$ cat src/rtl/ifid_hazard_pkg.sv
// ifid_hazard_pkg: opcodes, NOP word, counter width and saturating increment
package ifid_hazard_pkg;
    localparam logic [5:0] RTYPE = 6'b000000;
    localparam logic [5:0] J     = 6'b000010;
    localparam logic [5:0] BEQ   = 6'b000100;
    localparam logic [5:0] BNE   = 6'b000101;
    localparam logic [5:0] LW    = 6'b100011;
    localparam logic [5:0] SW    = 6'b101011;
    localparam logic [31:0] NOP  = 32'h0;
    localparam int CNT_W = 16;

    function automatic logic [CNT_W-1:0] sat_inc(input logic [CNT_W-1:0] c);
        return (&c) ? c : c + {{(CNT_W-1){1'b0}}, 1'b1};
    endfunction
endpackage

$ cat src/rtl/ifid_hazard_detect.sv
// ifid_hazard_detect: combinational load-use and branch-operand hazard detection
module ifid_hazard_detect
    import ifid_hazard_pkg::*;
(
    input  logic [15:0] instr_hi,
    input  logic        validID,
    input  logic        MemReadEX,
    input  logic        RegWriteEX,
    input  logic [4:0]  RdEX,
    input  logic        MemReadMEM,
    input  logic [4:0]  RdMEM,
    output logic        stall
);
    logic [5:0] op;
    logic [4:0] rs, rt;
    logic usesRs, usesRt, isBranch, loadUse, brEX, brMEM;

    assign op = instr_hi[15:10];
    assign rs = instr_hi[9:5];
    assign rt = instr_hi[4:0];

    // $0 is hardwired, so a match against it is never a hazard
    function automatic logic match(input logic [4:0] rd);
        return (rd != 5'd0) && ((usesRs && rd == rs) || (usesRt && rd == rt));
    endfunction

    // decode source usage and evaluate the three hazard sources
    always_comb begin
        usesRs   = op != J;
        usesRt   = op == RTYPE || op == BEQ || op == BNE || op == SW;
        isBranch = op == BEQ || op == BNE;
        loadUse  = MemReadEX && match(RdEX);
        brEX     = isBranch && RegWriteEX && !MemReadEX && match(RdEX);
        brMEM    = isBranch && MemReadMEM && match(RdMEM);
        stall    = validID && (loadUse || brEX || brMEM);
    end
endmodule

$ cat src/rtl/ifid_hazard.sv
// ifid_hazard: IF/ID pipeline register with stall, redirect flush and perf counters
module ifid_hazard
    import ifid_hazard_pkg::*;
(
    input  logic             clock,
    input  logic             reset,
    input  logic [31:0]      InstructionIF,
    input  logic [31:0]      PC4IF,
    input  logic             branchTakenID,
    input  logic             jumpID,
    input  logic             MemReadEX,
    input  logic             RegWriteEX,
    input  logic [4:0]       RdEX,
    input  logic             MemReadMEM,
    input  logic [4:0]       RdMEM,
    output logic [31:0]      InstructionID,
    output logic [31:0]      PC4ID,
    output logic             validID,
    output logic             PCWrite,
    output logic             flushIDEX,
    output logic [CNT_W-1:0] stallCount,
    output logic [CNT_W-1:0] flushCount
);
    logic [31:0] instr_q, instr_d, pc4_q, pc4_d;
    logic valid_q, valid_d, stall, flush;
    logic [CNT_W-1:0] stall_cnt_q, stall_cnt_d, flush_cnt_q, flush_cnt_d;

    ifid_hazard_detect u_det (
        .instr_hi   (instr_q[31:16]),
        .validID    (valid_q),
        .MemReadEX  (MemReadEX),
        .RegWriteEX (RegWriteEX),
        .RdEX       (RdEX),
        .MemReadMEM (MemReadMEM),
        .RdMEM      (RdMEM),
        .stall      (stall)
    );

    // stall beats redirect: a stalled branch's operands are stale
    always_comb begin
        flush       = !stall && (branchTakenID || jumpID);
        instr_d     = stall ? instr_q : flush ? NOP : InstructionIF;
        pc4_d       = stall ? pc4_q : flush ? 32'h0 : PC4IF;
        valid_d     = stall ? valid_q : !flush;
        stall_cnt_d = stall ? sat_inc(stall_cnt_q) : stall_cnt_q;
        flush_cnt_d = flush ? sat_inc(flush_cnt_q) : flush_cnt_q;
    end

    // pipeline register and counters with synchronous reset
    always_ff @(posedge clock) begin
        if (reset) begin
            instr_q     <= NOP;
            pc4_q       <= 32'h0;
            valid_q     <= 1'b0;
            stall_cnt_q <= '0;
            flush_cnt_q <= '0;
        end else begin
            instr_q     <= instr_d;
            pc4_q       <= pc4_d;
            valid_q     <= valid_d;
            stall_cnt_q <= stall_cnt_d;
            flush_cnt_q <= flush_cnt_d;
        end
    end

    assign InstructionID = instr_q;
    assign PC4ID         = pc4_q;
    assign validID       = valid_q;
    assign PCWrite       = !stall;
    assign flushIDEX     = stall;
    assign stallCount    = stall_cnt_q;
    assign flushCount    = flush_cnt_q;
endmodule

$ cat config.mk
export PLATFORM = sky130hd
export DESIGN_NAME = ifid_hazard
export DESIGN_NICKNAME = d
export VERILOG_FILES = /design/src/rtl/ifid_hazard_pkg.sv /design/src/rtl/ifid_hazard_detect.sv /design/src/rtl/ifid_hazard.sv
export SDC_FILE = /design/constraint.sdc
export NUM_CORES = 1
export LEC_CHECK = 0
export BUFFER_PORTS_ARGS = -buffer_cell sky130_fd_sc_hd__buf_2
export CAP_MARGIN = 20
export CORE_MARGIN = 2
export CORE_UTILIZATION = 30
export CTS_CLUSTER_SIZE = 8
export DETAILED_ROUTE_END_ITERATION = 8
export SLEW_MARGIN = 25
export SYNTH_ARGS = -nofsm -noshare
export SYNTH_HDL_FRONTEND = slang
export SYNTH_SLANG_ARGS = --single-unit
$ cat constraint.sdc
create_clock -name clock -period 6.35 [get_ports clock]
set_clock_uncertainty 0.1 [all_clocks]
set_input_delay 0.635 -clock clock [delete_from_list [all_inputs] [get_ports clock]]
set_output_delay 0.635 -clock clock [all_outputs]
set_load 0.02 [all_outputs]
== Yosys cells after proc, flatten, opt, wreduce, memory -nomap -nowiden ==
Cells that the tools add are included.

* Word-level logic and storage cells: 52
* Output and inout bits: 99
* Register bits: 97
* Input port bits: 81

* Muxes and demuxes: 2
* Equal/unequal tests: 8
* Bitwise logic cells: 2
* Reduce and logical (&&, ||, !) cells: 33
* Add/sub/neg operators: 2

{| class="wikitable"
|+ Operators by type and width
! cell !! count
|-
| $mux 32 || 2
|-
| $add 16x1->16 const B || 2
|-
| $reduce_and 16->1 || 2
|-
| $eq 5x5->1 || 4
|-
| $logic_and 1x1->1 || 14
|-
| $eq 6x3->1 const B || 2
|-
| $reduce_bool 5->1 || 2
|-
| $logic_or 1x1->1 || 9
|-
| $eq 6x6->1 const B || 1
|-
| $logic_not 6->1 || 1
|-
| $ne 6x2->1 const B || 1
|-
| $reduce_and 2->1 || 2
|-
| $logic_not 1->1 || 3
|-
| $not 1->1 || 2
|}

== Longest topological paths before layout ==
* Depth after elaboration: 14
* Mapped depth: 12
* Gate-level depth less buffers: 8

== Modules after synthesis ==
A second synthesis with hierarchy kept.

* Cell total of the unflattened synthesis: 463
* Area, all modules: 4,235.3 um^2

{| class="wikitable"
|+ By module, submodules not included
! module !! seq. area each (um^2) !! times used !! cells each !! area each (um^2)
|-
| ifid_hazard || 1,941.9 || 1 || 419 || 3,902.5
|-
| ifid_hazard_detect || 0.0 || 1 || 44 || 332.8
|}

== Worst setup path before layout ==
No wires, ideal clock.

* Path type: input-to-output
* Start point: input port RdMEM[2]
* End point: output port flushIDEX
* Path slack: 3,333 ps
* Arrival: 2,282 ps
* Path buffers: 4
* Stages on the path: 10
* Data required time: 5,615 ps
* Cells stage by stage: xor2_1 > nor4_2 > o2111ai_1 > a211o_1 > buf_6 > and2_4 > buf_6 > inv_4 > buf_4 > buf_2

* Longest elaborated chain between the ends: 7
* Elaborated cells between the ends (all ways): 10
* Classes of those cells: eq/ne (2); reduce/logical (8)

{| class="wikitable"
|+ Ends and longest elaborated chain
! what !! line !! text
|-
| start, declared || ifid_hazard.sv:15 || <nowiki>input logic [4:0] RdMEM,</nowiki>
|-
| $eq 5x5->1 || ifid_hazard_detect.sv:24 || <nowiki>return (rd != 5'd0) && ((usesRs && rd == rs) || (usesRt && rd == rt));</nowiki>
|-
| $logic_and 1x1->1 || ifid_hazard_detect.sv:24 ||
|-
| $logic_or 1x1->1 || ifid_hazard_detect.sv:24 ||
|-
| $logic_and 1x1->1 (*) || ifid_hazard_detect.sv:24 ||
|-
| $logic_and 1x1->1 (*) || ifid_hazard_detect.sv:34 || <nowiki>brMEM = isBranch && MemReadMEM && match(RdMEM);</nowiki>
|-
| $logic_or 1x1->1 (*) || ifid_hazard_detect.sv:35 || <nowiki>stall = validID && (loadUse || brEX || brMEM);</nowiki>
|-
| $logic_and 1x1->1 (*) || ifid_hazard_detect.sv:35 ||
|-
| end, declared || ifid_hazard.sv:20 || <nowiki>output logic flushIDEX,</nowiki>
|}

Mark *: on every way between the ends. The rest lies on a longest branch, timed or not.

== Worst setup path in the final report ==
* Start point: input port RdMEM[0]
* End point: output port flushIDEX

Same word-level chain as after synthesis.

==> results.sh <==
export IMPL_clockRootBuffer="clkbuf_16"
export IMPL_gr_usage_all_layers_pct=16.26
export IMPL_finalCriticalPeriod_ns=4.154
export IMPL_grt_pass1_vias=4046
export IMPL_rsz0062_at_grt="no"
export IMPL_p_leak_nw=2.367
export IMPL_cts_sinks=97
export IMPL_dieArea_um2=15570
export IMPL_via_per_inst=5.040
export IMPL_tightestPinTransition_ns=0.8984
export IMPL_yosysWarnings=0
export IMPL_post_synth_num_cell_types=47
export IMPL_endpoint="flushIDEX"
export IMPL_die_h_um=124.8
export IMPL_synthTopCellsByArea="dfxtp_1 44%, a21oi_1 9.4%, nand3_1 8.8%"
export IMPL_path_clk_slew_ns=0.07
export IMPL_drv_cap=0
export IMPL_dr_pass1_iters=4
export IMPL_async_flop_share_pct=0
export IMPL_worstSetupStartpoint="RdMEM[0]"
export IMPL_wl_per_cell_um=14.67
export IMPL_min_path_type="reg -> reg"
export IMPL_cp_arrival_ns=3.42
export IMPL_cp_common_cell="buf_2"
export IMPL_drive_above_1_share_pct=30.20
export IMPL_required_ns=5.61
export IMPL_layout_commonest_cell="buf_2"
export IMPL_cts_tree="done"
export IMPL_yosys_most_used_dff="dfxtp_1"
export IMPL_cp_end_kind="output pin"
export IMPL_power_density_nw_per_um2=235.0
export IMPL_synthToLayoutAreaGrowth_pct=28.87
export IMPL_hold_violations=0
export IMPL_syn_area_per_cell_um2=8.135
export IMPL_core_area_um2=14370
export IMPL_ir_drop_mv=0.1056
export IMPL_initial_utilization_pct=30.46
export IMPL_fin_setup_tns_ns=0
export IMPL_rows=44
export IMPL_reg2reg_depth=8
export IMPL_grt_max_degree=82
export IMPL_status="finished, final reports clean"
export IMPL_wl_um=12860
export IMPL_final_cell_mix="178 x buf_2, 97 x dfxtp_1, 82 x a21oi_1"
export IMPL_slew_violations=0
export IMPL_syn_nets=621
export IMPL_rrSetupSlack_ns=2.69
export IMPL_ios=180
export IMPL_drt_iter0_drc=189
export IMPL_final_util_pct=39.25
export IMPL_gp_congestion=0.8620
export IMPL_synth_edff_count=0
export IMPL_crit_chain="buf_2 -> or4_1 -> o211ai_1 -> a211o_1 -> and2_4 -> inv_4 -> buf_2"
export IMPL_slowest_stage="and2_4"
export IMPL_cts_resized=0
export IMPL_setup_viol=0
export IMPL_fin_crit_sh_pct=65.42
export IMPL_dp_hpwl_um=8653
export IMPL_hold_buffers=0
export IMPL_synth_largest_area_cell="dfxtp_1"
export IMPL_critPathMaxFanout=81
export IMPL_ys_seq_area_share_pct=44.37
export IMPL_antenna_found_initial=0
export IMPL_post_cts_buffers=0
export IMPL_grt_pass1_wl_um=21010
export IMPL_slowest_delay_ns=0.80
export IMPL_fmax_mhz=240.7
export IMPL_worstSetupPathType="in -> out"
export IMPL_drtAntennaViolNets=0
export IMPL_ys_seq_elements=97
export IMPL_critPathLaunchType="primary input"
export IMPL_insertion_delay_ns=0.35
export IMPL_overflow=0
export IMPL_timing_rr_end="flushCount[0]$_SDFFE_PP0P_"
export IMPL_antenna_cells=0
export IMPL_cts_made_buffers=9
export IMPL_slew_headroom_pct=40.11
export IMPL_reg2reg_from="InstructionID[31]$_SDFFE_PP0N_"
export IMPL_cts_htree_levels=3
export IMPL_dieWidth_um=124.8
export IMPL_num_vias=4415
export IMPL_portBuffers=179
export IMPL_syn_area_um2=4377
export IMPL_holdPathStages=2
export IMPL_drc=0
export IMPL_synthDominantCellAreaShare_pct=44.37
export IMPL_cts_buffer_depth=2
export IMPL_synth_cells=538
export IMPL_fin_nets=770
## cell families after synthesis
| logic type | share of synthesized area [%] |
|---|---|
| DFF | 44.37 |
| buffers and inverters | 5.174 |
| xor gates and xnor gates | 5.603 |
| AOI/OAI and AO/OA | 13.92 |
| muxes | 2.544 |
| and+or+nand+nor | 27.82 |
| adders and majority gates | 0.5717 |
## registers in the layout, summed over array words and instances, names as in the netlist
register	flops
PC4ID	32
flushCount	16
stallCount	16
InstructionID	32
validID	1
## critical path, delay by kind of cell
family / cells / cell delay (ns)
buffers and inverters: 3 / 0.95
AOI/OAI and AO/OA: 2 / 0.49
and+or+nand+nor: 2 / 1.33
## synth_stat cells (7+ instances only)
cell type	count
xnor2_1	13
o31ai_1	7
dfxtp_1	97
nand4_1	16
buf_2	14
nand2_1	74
clkbuf_1	23
nor2_1	21
nor3_1	10
nand3_1	77
a21oi_1	82
or4_1	8
xor2_1	15
mux2_2	8
nor2b_1	9
## metrics by stage
stage	std cells	worst slack (ns)	hold slack, ns	power, mW	area, um^2
detailed placement	860	2.112	0.3404	0.7602	5328
CTS	876	2.115	0.3503	1.345	5640
global placement	860	2.130	0.3366	0.7609	5323
finish	876	2.196	0.3491	1.325	5640
global route	876	1.891	0.3653	1.383	5640
floorplan	538	3.333	0.4289	0.7074	4377
## routing by layer
metal | track usage (%) | share of wire (%) | wire [um]
met2 | 25.68 | 46 | 5892
met5 | 0 | 0 | 0
met1 | 21.41 | 46 | 5867
met4 | 5.354 | 1.5 | 199
met3 | 4.553 | 7.0 | 895
## layout make-up
class	instances	area [um^2]
Fill cell	1504	8728
Multi-Input combinational cell	393	2221
Sequential cell	97	1942
Timing Repair Buffer	181	913.4
Clock buffer	11	232.7
Tap cell	184	230.2
Clock inverter	5	80.08
Inverter	5	21.27
## how the worst min path moves through the flow
stage | start | end | slack [ns]
after global placement | PC4ID[31]$_SDFFE_PP0N_ | PC4ID[31]$_SDFFE_PP0N_ | 0.34
after detailed placement | PC4ID[22]$_SDFFE_PP0N_ | PC4ID[22]$_SDFFE_PP0N_ | 0.34
after floorplan | PC4ID[3]$_SDFFE_PP0N_ | PC4ID[3]$_SDFFE_PP0N_ | 0.43
after CTS | PC4ID[22]$_SDFFE_PP0N_ | PC4ID[22]$_SDFFE_PP0N_ | 0.35
final | PC4ID[22]$_SDFFE_PP0N_ | PC4ID[22]$_SDFFE_PP0N_ | 0.35
after global routing | PC4ID[27]$_SDFFE_PP0N_ | PC4ID[27]$_SDFFE_PP0N_ | 0.37
## power by group
| part | total (mW) | internal (mW) | switching [mW] | leakage [nW] |
|---|---|---|---|---|
| registers | 0.633 | 0.621 | 0.0112 | 0.787 |
| clock network | 0.580 | 0.345 | 0.235 | 0.146 |
| logic | 0.113 | 0.0465 | 0.0667 | 1.43 |
Note: power is estimated with default switching activity, not from simulation.
